File: src/rtl/connect_four_pkg.sv
// Shared player codes, GRB colour helpers and LED driver FSM encoding.
// Latency: none (constants and pure functions only).
// Backpressure: not applicable.
package connect_four_pkg;

   // Board cell / player codes; 2'b11 is unused and renders dark
   localparam logic [1:0] EMPTY   = 2'b00;
   localparam logic [1:0] PLAYER1 = 2'b01;
   localparam logic [1:0] PLAYER2 = 2'b10;

   // LED driver FSM states
   localparam logic [1:0] GAP   = 2'd0;
   localparam logic [1:0] FETCH = 2'd1;
   localparam logic [1:0] SEND  = 2'd2;

   // One WS2812 pixel, green first on the wire
   typedef struct packed {
      logic [7:0] g;
      logic [7:0] r;
      logic [7:0] b;
   } grb_t;

   localparam grb_t GRB_OFF = '0;

   function automatic grb_t grb_red(input logic [7:0] bright);
      grb_red = {8'h00, bright, 8'h00};
   endfunction

   function automatic grb_t grb_yellow(input logic [7:0] bright);
      grb_yellow = {bright, bright, 8'h00};
   endfunction

   function automatic grb_t grb_white(input logic [7:0] bright);
      grb_white = {bright, bright, bright};
   endfunction

   // Colour shown for a player code; anything but P1/P2 is dark
   function automatic grb_t player_colour(input logic [1:0] code, input logic [7:0] bright);
      case (code)
         PLAYER1: player_colour = grb_red(bright);
         PLAYER2: player_colour = grb_yellow(bright);
         default: player_colour = GRB_OFF;
      endcase
   endfunction

endpackage

File: src/rtl/ws2812_bit_tx.sv
// Serialises one 24-bit GRB word MSB first as WS2812 high/low bit cells.
// Latency: dout goes high on the load edge; done is high in the last clock of bit 0.
// Backpressure: none; load is only issued while idle, a load mid-word restarts it.
module ws2812_bit_tx #(
   parameter int T0H  = 20,
   parameter int T1H  = 40,
   parameter int TBIT = 63
) (
   input  logic        clk,
   input  logic        rst_n,
   input  logic        load,
   input  logic [23:0] word,
   output logic        dout,
   output logic        done
);

   localparam int CW = $clog2(TBIT + 1);
   localparam logic [CW-1:0] LAST = CW'(TBIT - 1);
   localparam logic [CW-1:0] H0   = CW'(T0H);
   localparam logic [CW-1:0] H1   = CW'(T1H);

   logic [23:0]   shreg;
   logic [4:0]    bit_cnt;
   logic [CW-1:0] cyc;
   logic [CW-1:0] cyc_nxt;
   logic [CW-1:0] high_len;
   logic          busy;

   assign cyc_nxt  = cyc + CW'(1);
   assign high_len = shreg[23] ? H1 : H0;
   // Parent uses this to move on exactly as the last low phase ends
   assign done     = busy && (cyc == LAST) && (bit_cnt == 5'd0);

   // Bit-cell sequencer: high while inside the bit's high time, low for the rest of TBIT
   always_ff @(posedge clk or negedge rst_n) begin
      if (!rst_n) begin
         shreg   <= '0;
         bit_cnt <= '0;
         cyc     <= '0;
         busy    <= 1'b0;
         dout    <= 1'b0;
      end else if (load) begin
         shreg   <= word;
         bit_cnt <= 5'd23;
         cyc     <= '0;
         busy    <= 1'b1;
         dout    <= 1'b1;
      end else if (busy) begin
         if (cyc == LAST) begin
            cyc <= '0;
            if (bit_cnt == 5'd0) begin
               busy <= 1'b0;
               dout <= 1'b0;
            end else begin
               shreg   <= {shreg[22:0], 1'b0};
               bit_cnt <= bit_cnt - 5'd1;
               dout    <= 1'b1;
            end
         end else begin
            cyc  <= cyc_nxt;
            dout <= (cyc_nxt < high_len);
         end
      end
   end

endmodule

File: src/rtl/board_led_driver.sv
// Scans the 8x8 board plus an 8-pixel cursor strip and streams it as WS2812 GRB data.
// Latency: first bit TRESET+FETCH_WAIT+1 clocks after reset; each pixel costs FETCH_WAIT+1+24*TBIT.
// Backpressure: none; free-running, enable is only sampled at the end of the inter-frame gap.
module board_led_driver
   import connect_four_pkg::*;
#(
   parameter int          T0H        = 20,
   parameter int          T1H        = 40,
   parameter int          TBIT       = 63,
   parameter int          TRESET     = 4000,
   parameter int          FETCH_WAIT = 2,
   parameter logic [7:0]  BRIGHT     = 8'h20
) (
   input  logic       clk,
   input  logic       rst_n,
   input  logic       enable,
   input  logic [1:0] cell_data,
   input  logic       cell_winning,
   input  logic [2:0] cursor_col,
   input  logic [1:0] cursor_player,
   output logic [2:0] row_read,
   output logic [2:0] col_read,
   output logic       led_dout,
   output logic       frame_done
);

   localparam int CMAX = (TRESET > TBIT) ? TRESET : TBIT;
   localparam int CW   = $clog2(CMAX + 1);
   localparam logic [CW-1:0] GAP_LAST   = CW'(TRESET - 1);
   localparam logic [CW-1:0] FETCH_LAST = CW'(FETCH_WAIT);

   logic [1:0]    state;
   logic [CW-1:0] cnt;
   logic [6:0]    pix;
   logic [6:0]    pix_next;
   grb_t          colour;
   logic          load;
   logic          tx_done;

   assign pix_next = pix + 7'd1;
   // Colour is captured by the serialiser on the same edge that ends FETCH
   assign load     = (state == FETCH) && (cnt == FETCH_LAST);

   // Map the addressed cell (or cursor slot) to its pixel colour
   always_comb begin
      colour = GRB_OFF;
      if (!pix[6]) begin
         if (cell_winning && (cell_data != EMPTY))
            colour = grb_white(BRIGHT);
         else
            colour = player_colour(cell_data, BRIGHT);
      end else if (col_read == cursor_col) begin
         colour = player_colour(cursor_player, BRIGHT);
      end
   end

   // Frame sequencer: reset gap, per-pixel address/fetch, then hand off to the serialiser
   always_ff @(posedge clk or negedge rst_n) begin
      if (!rst_n) begin
         state      <= GAP;
         cnt        <= '0;
         pix        <= '0;
         row_read   <= '0;
         col_read   <= '0;
         frame_done <= 1'b0;
      end else begin
         frame_done <= 1'b0;
         case (state)
            GAP: begin
               if (cnt == GAP_LAST) begin
                  // Hold at terminal count while disabled so restart is immediate
                  if (enable) begin
                     state    <= FETCH;
                     cnt      <= '0;
                     pix      <= '0;
                     row_read <= '0;
                     col_read <= '0;
                  end
               end else begin
                  cnt <= cnt + CW'(1);
               end
            end
            FETCH: begin
               if (cnt == FETCH_LAST) begin
                  state <= SEND;
                  cnt   <= '0;
               end else begin
                  cnt <= cnt + CW'(1);
               end
            end
            SEND: begin
               if (tx_done) begin
                  if (pix == 7'd71) begin
                     state      <= GAP;
                     frame_done <= 1'b1;
                  end else begin
                     state    <= FETCH;
                     pix      <= pix_next;
                     // Cursor strip reads row 0, column = pixel - 64
                     row_read <= pix_next[6] ? 3'd0 : pix_next[5:3];
                     col_read <= pix_next[2:0];
                  end
               end
            end
            default: begin
               state <= GAP;
               cnt   <= '0;
            end
         endcase
      end
   end

   ws2812_bit_tx #(
      .T0H  (T0H),
      .T1H  (T1H),
      .TBIT (TBIT)
   ) u_bit_tx (
      .clk   (clk),
      .rst_n (rst_n),
      .load  (load),
      .word  (colour),
      .dout  (led_dout),
      .done  (tx_done)
   );

endmodule

File: config.mk
export PLATFORM = sky130hd
export DESIGN_NAME = board_led_driver
export DESIGN_NICKNAME = d
export VERILOG_FILES = /design/src/rtl/connect_four_pkg.sv /design/src/rtl/ws2812_bit_tx.sv /design/src/rtl/board_led_driver.sv
export SDC_FILE = /design/constraint.sdc
export NUM_CORES = 1
export LEC_CHECK = 0
export BUFFER_PORTS_ARGS = -buffer_cell sky130_fd_sc_hd__buf_2
export CORE_UTILIZATION = 45
export CTS_CLUSTER_DIAMETER = 120
export DETAILED_ROUTE_END_ITERATION = 8
export GPL_TIMING_DRIVEN = 0
export SETUP_SLACK_MARGIN = 0.02
export SLEW_MARGIN = 20
export SYNTH_ARGS = -nofsm -noshare
export SYNTH_HDL_FRONTEND = slang
export SYNTH_HIERARCHICAL = 1
export SYNTH_SLANG_ARGS = --single-unit
export TNS_END_PERCENT = 20
File: constraint.sdc
create_clock -name clk -period 2.8 [get_ports clk]
set_input_delay 0.14 -clock clk [delete_from_list [all_inputs] [get_ports clk]]
set_output_delay 0.14 -clock clk [all_outputs]
set_load 0.01 [all_outputs]
* Word-level counts from Yosys, hierarchy flattened *
Cells that the tools add are included.

storage, ports and cells
  register bits after elaboration = 65
  latch bits = 0
  bits in writable memories = 0
  ROM bits = 0
  bits of input ports = 11
  output and inout port bits = 8
  word-level logic and storage cells = 100
  memories = 0

operators by class
  add/subtract/negate cells = 4
  multiply operators = 0
  divide/modulo/power cells = 0
  $lt $le $gt $ge = 1
  equality and inequality tests = 18
  shift-type cells = 0
  muxes and demuxes = 51
  bitwise operators = 1
  reductions and logical operators = 14

operator list
  cell                                             number
  two-way mux 24 bit                               5
  case mux 22 bit (2 select lines)                 2
  two-way mux 22 bit                               2
  two-way mux 12 bit                               3
  case mux 12 bit (3 select lines)                 1
  two-way mux 7 bit                                4
  two-way mux 6 bit                                4
  two-way mux 3 bit                                7
  two-way mux 5 bit                                4
  case mux 7 bit (2 select lines)                  1
  adder 12 x 1 -> 12 bit (second input constant)   1
  == test 12 bit (second input constant)           1
  == test 12 x 2 -> 1 bit (second input constant)  1
  case mux 3 bit (2 select lines)                  2
  two-way mux 1 bit                                11
  inequality test 2 bit (second input constant)    5
  two-way mux 2 bit                                4
  nonzero test 2 bit                               4
  adder 7 x 1 -> 7 bit (second input constant)     1
  == test 7 bit (second input constant)            1
  adder 6 x 1 -> 6 bit (second input constant)     1
  == test 2 x 1 -> 1 bit (second input constant)   3
  == test 2 bit (second input constant)            3
  == test 6 bit (second input constant)            1
  other kinds (14)                                 17

* Longest topological paths before layout *
Gate-level depths: netlist of run 1.

  depth after elaboration = 5
  gate-level depth with buffers = 10
  gate-level depth less buffers = 9

* Hierarchy *
The synthesis of run 1 kept the hierarchy.

modules (own cells, without submodules)
  module            times used  cells each  area each (µm²)  sequential area each (µm²)
  ws2812_bit_tx     1           189         1873.0           925.9
  board_led_driver  1           175         1552.7           625.6

* Worst setup path after synthesis of run 1 *
No wires, ideal clock.

  path kind = reg2reg
  start point = register u_bit_tx.bit_cnt[0]
  end point = register pix[3]
  setup time = 83 ps
  arrival = 2089 ps
  required time = 2717 ps
  setup slack = 628 ps
  stages on the path, launching flop included = 9
  buffers on the path = 1
  period minus slack after synthesis = 2172 ps
  cell sequence = dfrtp_1 -> inv_1 -> ha_1 -> or4b_4 -> nor2_1 -> o311ai_0 -> clkbuf_1 -> or3_1 -> o21ai_0

on the way
  cells in the longest elaborated chain, start to end = 4

ends and longest elaborated chain
  element                          RTL line                source
  start: declaration               ws2812_bit_tx.sv:23     logic [4:0] bit_cnt;
  start signal: assignment         ws2812_bit_tx.sv:56     bit_cnt <= bit_cnt - 5'd1;
  zero test 5 bit                  ws2812_bit_tx.sv:32     assign done = busy && (cyc == LAST) && (bit_cnt == 5'd0);
  logical AND 1 bit                ws2812_bit_tx.sv:32
  via tx_done                      board_led_driver.sv:38  logic tx_done;
  inequality test 2 bit (no line)  n/a
  AND reduction 5 bit (no line)    n/a
  end signal: assignment           board_led_driver.sv:98  pix <= pix_next;
  end: declaration                 board_led_driver.sv:34  logic [6:0] pix;

The timed path passes the listed nets, and every way through them passes these cells.
A chain may end at the register's enable or synchronous reset.

* Worst setup path after layout of run 1 *
Same ends and word-level chain as after synthesis.

==> results of run 1 <==
[worst min path at each step]
stage / depth (start not counted) / endpoint / slack, ps
5_1_grt: 4 / u_bit_tx/shreg[13] / 230
3_5_place_dp: 1 / u_bit_tx/cyc[4] / 90
2_1_floorplan: 0 / cnt[0] / -160
3_3_place_gp: 2 / row_read[2] / 490
4_1_cts: 4 / u_bit_tx/shreg[13] / 220
6_report: 4 / u_bit_tx/shreg[13] / 220
[cell type report]
class | count | area share (%)
buffer | 24 | 3.53
clock inverter | 1 | 0.763
sequential | 62 | 39.4
tap | 99 | 3.15
clock buffer | 14 | 3.88
inverter | 15 | 1.43
multi-input combinational | 283 | 44.7
timing repair buffer | 20 | 3.12
[cells in the mapped netlist (7+ instances only)]
cell       count
a21oi_1       30
a2bb2oi_1     21
clkbuf_1      10
dfrtp_1       62
ha_1          12
inv_1         15
nand2_1       44
nand3_1       22
nor2_1        13
o21ai_0       23
o31ai_1        7
xnor2_1       11
[layer usage]
metal | vias up | GRT usage, %
met3 | 8 | 5.63
li1 | 1408 | -
met1 | 1322 | 26.3
met5 | - | 0
met2 | 39 | 33.1
met4 | 0 | 7.79
[metrics by stage]
stage	hold slack, ps	util [%]	power [mW]	std cells	setup slack [ps]
after floorplan	-156	-	0.969	384	628
after global placement	485	50.9	1.00	501	256
after detailed placement	88.9	51.3	1.01	502	246
after CTS	220	54.0	1.78	518	223
after global routing	234	54.0	1.83	518	59.7
final	222	54.0	1.76	518	184
[kinds of logic after synthesis]
logic type      share of synthesized area [%]
compound gates                           20.9
xor+xnor                                 3.58
fa+ha+maj                                4.38
buf+inv                                  5.70
flops                                    45.3
mux                                      1.17
other cells                             0.109
simple gates                             18.9
[worst reg2reg max path, stage by stage (launching register included)]
cell and delay (ps):
dfrtp_1 410, inv_1 100, ha_1 150, or4b_4 500, nor2_1 370, o311ai_0 240, clkbuf_1 290, or3_1 410
o21ai_0 80
[flip-flops by register name, summed over array words and instances, names as in the netlist, 2 cells and up]
name and cells:
u_bit_tx/cyc 6, pix 5, row_read 3, u_bit_tx/shreg 24
state 2, col_read 2, u_bit_tx/bit_cnt 5, cnt 12
[repair_timing]
action / 4_1_cts / 5_1_grt
buffers inserted: 0 / 0
hold buffers: 1 / 0
endpoints found under the hold margin: 27 / 0
setup endpoints to repair: 0 / 0
gates resized for setup: 0 / 0
[power by group through the flow]
| stage | clock [mW] | sequential (mW) | combinational (mW) |
|---|---|---|---|
| final | 0.767 | 0.921 | 0.0677 |
| after global routing | 0.829 | 0.923 | 0.0793 |
| after CTS | 0.794 | 0.921 | 0.0696 |
| after detailed placement | 0 | 0.938 | 0.0686 |
| after global placement | 0 | 0.938 | 0.0633 |
| after floorplan | 0 | 0.935 | 0.0332 |
==> reports/qor.yml, run 1 <==
outcome:
  status: "finished clean"
yosys:
  postSynthCellCount: 364
  syn_area_per_cell_um2: 9.41
  ys_warn_count: 6
  yosysTopAreaCell: "dfrtp_1"
  synth_area_mm2: 0.00343
  yosys-top-cells-area: "dfrtp_1 (45%), a2bb2oi_1 (5.4%), nand2_1 (4.8%)"
  yosysSeqAreaShare_pct: 45.3
  ys_ff_latch: 62
  synth_flop_cell: "dfrtp_1"
  ys_async_sr_fraction_pct: 100
  synth_edf_count: 0
  synth.distinct_cells: 58
  synth_top_area_share_pct: 45.3
setup_path:
  cpMaxStageDelayCell: "or4b_4"
  path_cells: "inv_1 -> ha_1 -> or4b_4 -> nor2_1 -> o311ai_0 -> clkbuf_1 -> or3_1 -> o21ai_0"
  required_ps: 3070
  endpoint_kind: "flop"
  cp_top_family: "simple AND/OR/NAND/NOR gates"
  rrSetupSlack_ps: 180
  critical_path.max_stage_delay_ps: 500
  crit_type: "reg -> reg"
  crit_path_max_fanout: 10
  crit_path_start_kind: "flop"
  r2r_end: "pix[3]"
  r2r_start: "u_bit_tx/bit_cnt[0]"
  cp.buffers_inverters: 2
  startpoint: "u_bit_tx/bit_cnt[0]"
  crit_arrival_ps: 2890
  r2r_cells: 8
  critical_path_cell_count: 8
  endpoint: "pix[3]"
cells_and_area:
  multi_input_area_mm2: 0.00176
  diodes: 0
  layout.nets: 438
  layout_commonest_cell: "dfrtp_1"
  area_growth_pct: 14.9
  drive_gt1_share_pct: 12.6
  ff_latch_area_mm2: 0.00155
  num-fill-cells: 704
  layout_common_cells: "dfrtp_1 (62), nand2_1 (44), a21oi_1 (30)"
  final_cell_area_mm2: 0.00394
clock_tree:
  path_clk_slew_ps: 70
  cts_sinks: 62
  cts_buffers: 9
  insertion_delay_ps: 340
  clock_path_buffers: 2
  cts_root_buffer: "clkbuf_8"
  htreeDepth: 3
  cts_tree: "built"
pwr:
  power_frac_comb_pct: 3.9
  power.switching_mw: 0.382
  ir_drop_v: 0.000337
  seq_power_share_pct: 52.5
  powerDensity_mw_per_mm2: 446
  leakagePower_nw: 1.79
  switching_share_pct: 21.7
  internal_power_mw: 1.37
  pwr-share-clk_pct: 43.7
grt:
  grt_pass1_wl_um: 12300
  grt_usage_pct: 20.5
  grt_pass1_vias: 2621
  antenna_found_initial: 0
  grt_max_degree: 36
  gr-total-overflow: 0
floorplanning:
  die_y_um: 89.3
  die_w_um: 89.3
  die_area_mm2: 0.00797
  initial_utilization_pct: 47.0
  io_pins: 19
  core_mm2: 0.00729
  num_rows: 31
detailed_routing:
  ant_nets: 0
  wirelength_um: 7490
  initialDrtViolationCount: 98
  dr_wl_met2_um: 3550
  post_drt_wl_per_cell_um: 14.5
  dr.max_layer_used: "met4"
  dr.pass1.iters: 5
  met1Wirelength_um: 3610
  via_per_inst: 5.36
  dr_wl_met3_um: 226
  drc: 0
  vias: 2777
timing:
  worst_clock_skew_ps: 5.95
  layout_min_cycle_time_ps: 2620
  fmax_mhz: 382
  fin_tns_setup_ps: 0
  relSlewSlack_pct: 47.9
  rsz0062_at_grt: "no"
  max_slew.worst_pin.slew_ps: 775
  slew_violations: 0
  hold_viol: 0
  period_share_pct: 93.4
  setup_viol: 0
min_path:
  min_from: "cursor_player[1]"
  worstHoldPathType: "in -> reg"
placed_design:
  place_area_mm2: 0.00374
  hpwl_um: 5210
  io_buffers: 18
  place_congestion: 0.825
job:
  cap_violations: 0
Power figures use the tool's default switching activity.
==> run 2: changes to the inputs <==
- CTS_BUF_LIST: unset -> sky130_fd_sc_hd__clkbuf_4
- CTS_CLUSTER_SIZE: unset -> 16
==> run 2 against run 1 <==
Net effect: die area is the same; design area shrank 1.3%; power shrank 8.8%; non-clock buffer count is the same; wire length shrank 1.0%; critical endpoint unchanged; largest cell class unchanged; highest routed layer unchanged.
==> reports/qor.yml, run 2 (same netlist as run 1, synthesis figures left out) <==
clock_tree:
  path_clk_slew_ps: 100  # +30 ps
  cts_buffers: 9  # unchanged
  clock_path_buffers: 2  # unchanged
  insertion_delay_ps: 400  # +60 ps
  htreeDepth: 3  # unchanged
  cts.repair.resized: 0  # unchanged
  cts_root_buffer: "clkbuf_4"
  cts_tree: "built"
  cts_sinks: 62  # unchanged
  postCtsSetupBuffers: 0  # unchanged
cells_and_area:
  drive_gt1_share_pct: 13.4  # +0.72 points
  layout_commonest_cell: "dfrtp_1"
  reg.largest.list: "u_bit_tx/shreg (24), cnt (12), u_bit_tx/cyc (6)"
  layout.nets: 438  # unchanged
  top_register: "u_bit_tx/shreg"
  diodes: 0  # unchanged
  area_growth_pct: 13.4
  layout_common_cells: "dfrtp_1 (62), nand2_1 (44), a21oi_1 (30)"
  largest_reg_flops: 24  # unchanged
min_path:
  worstHoldPathType: "in -> reg"
grt:
  grt_max_degree: 36  # unchanged
  grt_pass1_wl_um: 12200  # -0.29%
  grt_pass1_vias: 2626  # +0.19%
  gr-total-overflow: 0  # unchanged
  antenna_found_initial: 0  # unchanged
  grt_usage_pct: 20.3  # -0.18 points
setup_path:
  rrSetupSlack_ps: 190  # about the same
  crit_arrival_ps: 2940  # +50 ps
  crit_type: "reg -> reg"
  path_cells: "inv_1 -> ha_1 -> or4b_4 -> nor2_1 -> o311ai_0 -> clkbuf_1 -> or3_1 -> o21ai_0"
  crit_path_max_fanout: 10  # unchanged
  required_ps: 3130  # +60 ps
  cpMaxStageDelayCell: "or4b_4"
  critical_path.max_stage_delay_ps: 500  # about the same
  crit_path_start_kind: "flop"
  cp.buffers_inverters: 2  # unchanged
  cp_top_family: "simple AND/OR/NAND/NOR gates"
  endpoint_kind: "flop"
timing:
  hold_viol: 0  # unchanged
  slew_violations: 0  # unchanged
  fmax_mhz: 383  # +0.21%
  rsz0062_at_grt: "no"
  layout_min_cycle_time_ps: 2610  # -5.47 ps
  fin_tns_setup_ps: 0  # unchanged
  relSlewSlack_pct: 47.8  # -0.088 points
  max_slew.worst_pin.slew_ps: 777  # +1.30 ps
  setup_viol: 0  # unchanged
  worst_clock_skew_ps: 13.5  # +7.53 ps
  period_share_pct: 93.3  # -0.20 points
outcome:
  status: "finished clean"
detailed_routing:
  post_drt_wl_per_cell_um: 14.3  # -1.0%
  via_per_inst: 5.37  # +0.14%
  ant_nets: 0  # unchanged
  wirelength_um: 7410  # -1.0%
  drc: 0  # unchanged
  dr.pass1.iters: 4  # -1
  initialDrtViolationCount: 80  # -18%
  vias: 2781  # +0.14%
floorplanning:
  io_pins: 19  # unchanged
  core_mm2: 0.00729  # unchanged
  initial_utilization_pct: 47.0  # unchanged
  num_rows: 31  # unchanged
  die_area_mm2: 0.00797  # unchanged
  die_y_um: 89.3  # unchanged
  die_w_um: 89.3  # unchanged
pwr:
  powerDensity_mw_per_mm2: 412  # -7.6%
  finalPower_mw: 1.60  # -8.8%
  ir_drop_v: 0.000220  # -35%
  leakagePower_nw: 1.78  # -0.85%
placed_design:
  place_congestion: 0.825  # unchanged
  hpwl_um: 5210  # unchanged
  io_buffers: 18  # unchanged
job:
  cap_violations: 0  # unchanged
run 2: cell count changes in the layout (fill, tap and decap cells not counted), sizes merged:
cell,delta
clkinv,+1
clkbuf,-1
run 2: worst reg2reg max path, stage by stage (launching register included):
cell	delay [ps]
dfrtp_1	430
inv_1	90
ha_1	150
or4b_4	500
nor2_1	360
o311ai_0	240
clkbuf_1	280
or3_1	410
o21ai_0	80
run 2: per-layer routing:
| layer | part of all wire [%] | up-vias | wire (um) | global-route usage, % |
|---|---|---|---|---|
| met5 | 0 | - | 0 | 0 |
| met4 | 1.0 | 0 | 76 | 5.92 |
| met3 | 3.0 | 7 | 226 | 6.56 |
| met2 | 48 | 41 | 3530 | 32.8 |
| met1 | 48 | 1322 | 3580 | 26.2 |
| li1 | - | 1411 | - | - |
run 2: area by class of cell:
cell class                 instances  area (um2)
timing repair buffer              20         123
inverter                          15        56.3
multi-input combinational        283        1760
fill                             706        3410
buffer                            24         139
tap                               99         124
sequential                        62        1550
clock inverter                     2        33.8
clock buffer                      13        97.6
run 2: path summary, 6_finish.rpt:
kind	cells after the start	endpoint	from
worst max register to register	8	pix[3]	u_bit_tx/bit_cnt[0]
worst max-delay path	8	pix[3]	u_bit_tx/bit_cnt[0]
max in group asynchronous	3	pix[2]	rst_n
worst min register to register	2	row_read[2]	row_read[2]
min in group asynchronous	2	u_bit_tx/busy	rst_n
worst min-delay path	4	u_bit_tx/shreg[13]	cursor_player[1]
run 2: timing repair:
item / in CTS / in global routing
hold buffers: 1 / 0
hold endpoints to repair: 62 / 0
setup endpoints to repair: 0 / 0
run 2: metrics by stage:
step	hold slack, ps	utilization (%)	worst slack (ps)	std cells	instance area [um2]
finish	169	53.3	189	518	3880
global placement	485	50.9	256	501	3710
global route	151	53.3	50.2	518	3880
CTS	150	53.3	219	518	3880
floorplan	-156	-	628	384	3500
detailed placement	88.9	51.3	246	502	3740
run 2: where the power goes:
group / leakage, nW / internal, mW / switching (mW) / total, mW
logic: 0.959 / 0.0297 / 0.0381 / 0.0678
clock network: 0.0755 / 0.306 / 0.306 / 0.613
registers: 0.745 / 0.911 / 0.00942 / 0.920
total: 1.78 / 1.25 / 0.354 / 1.60
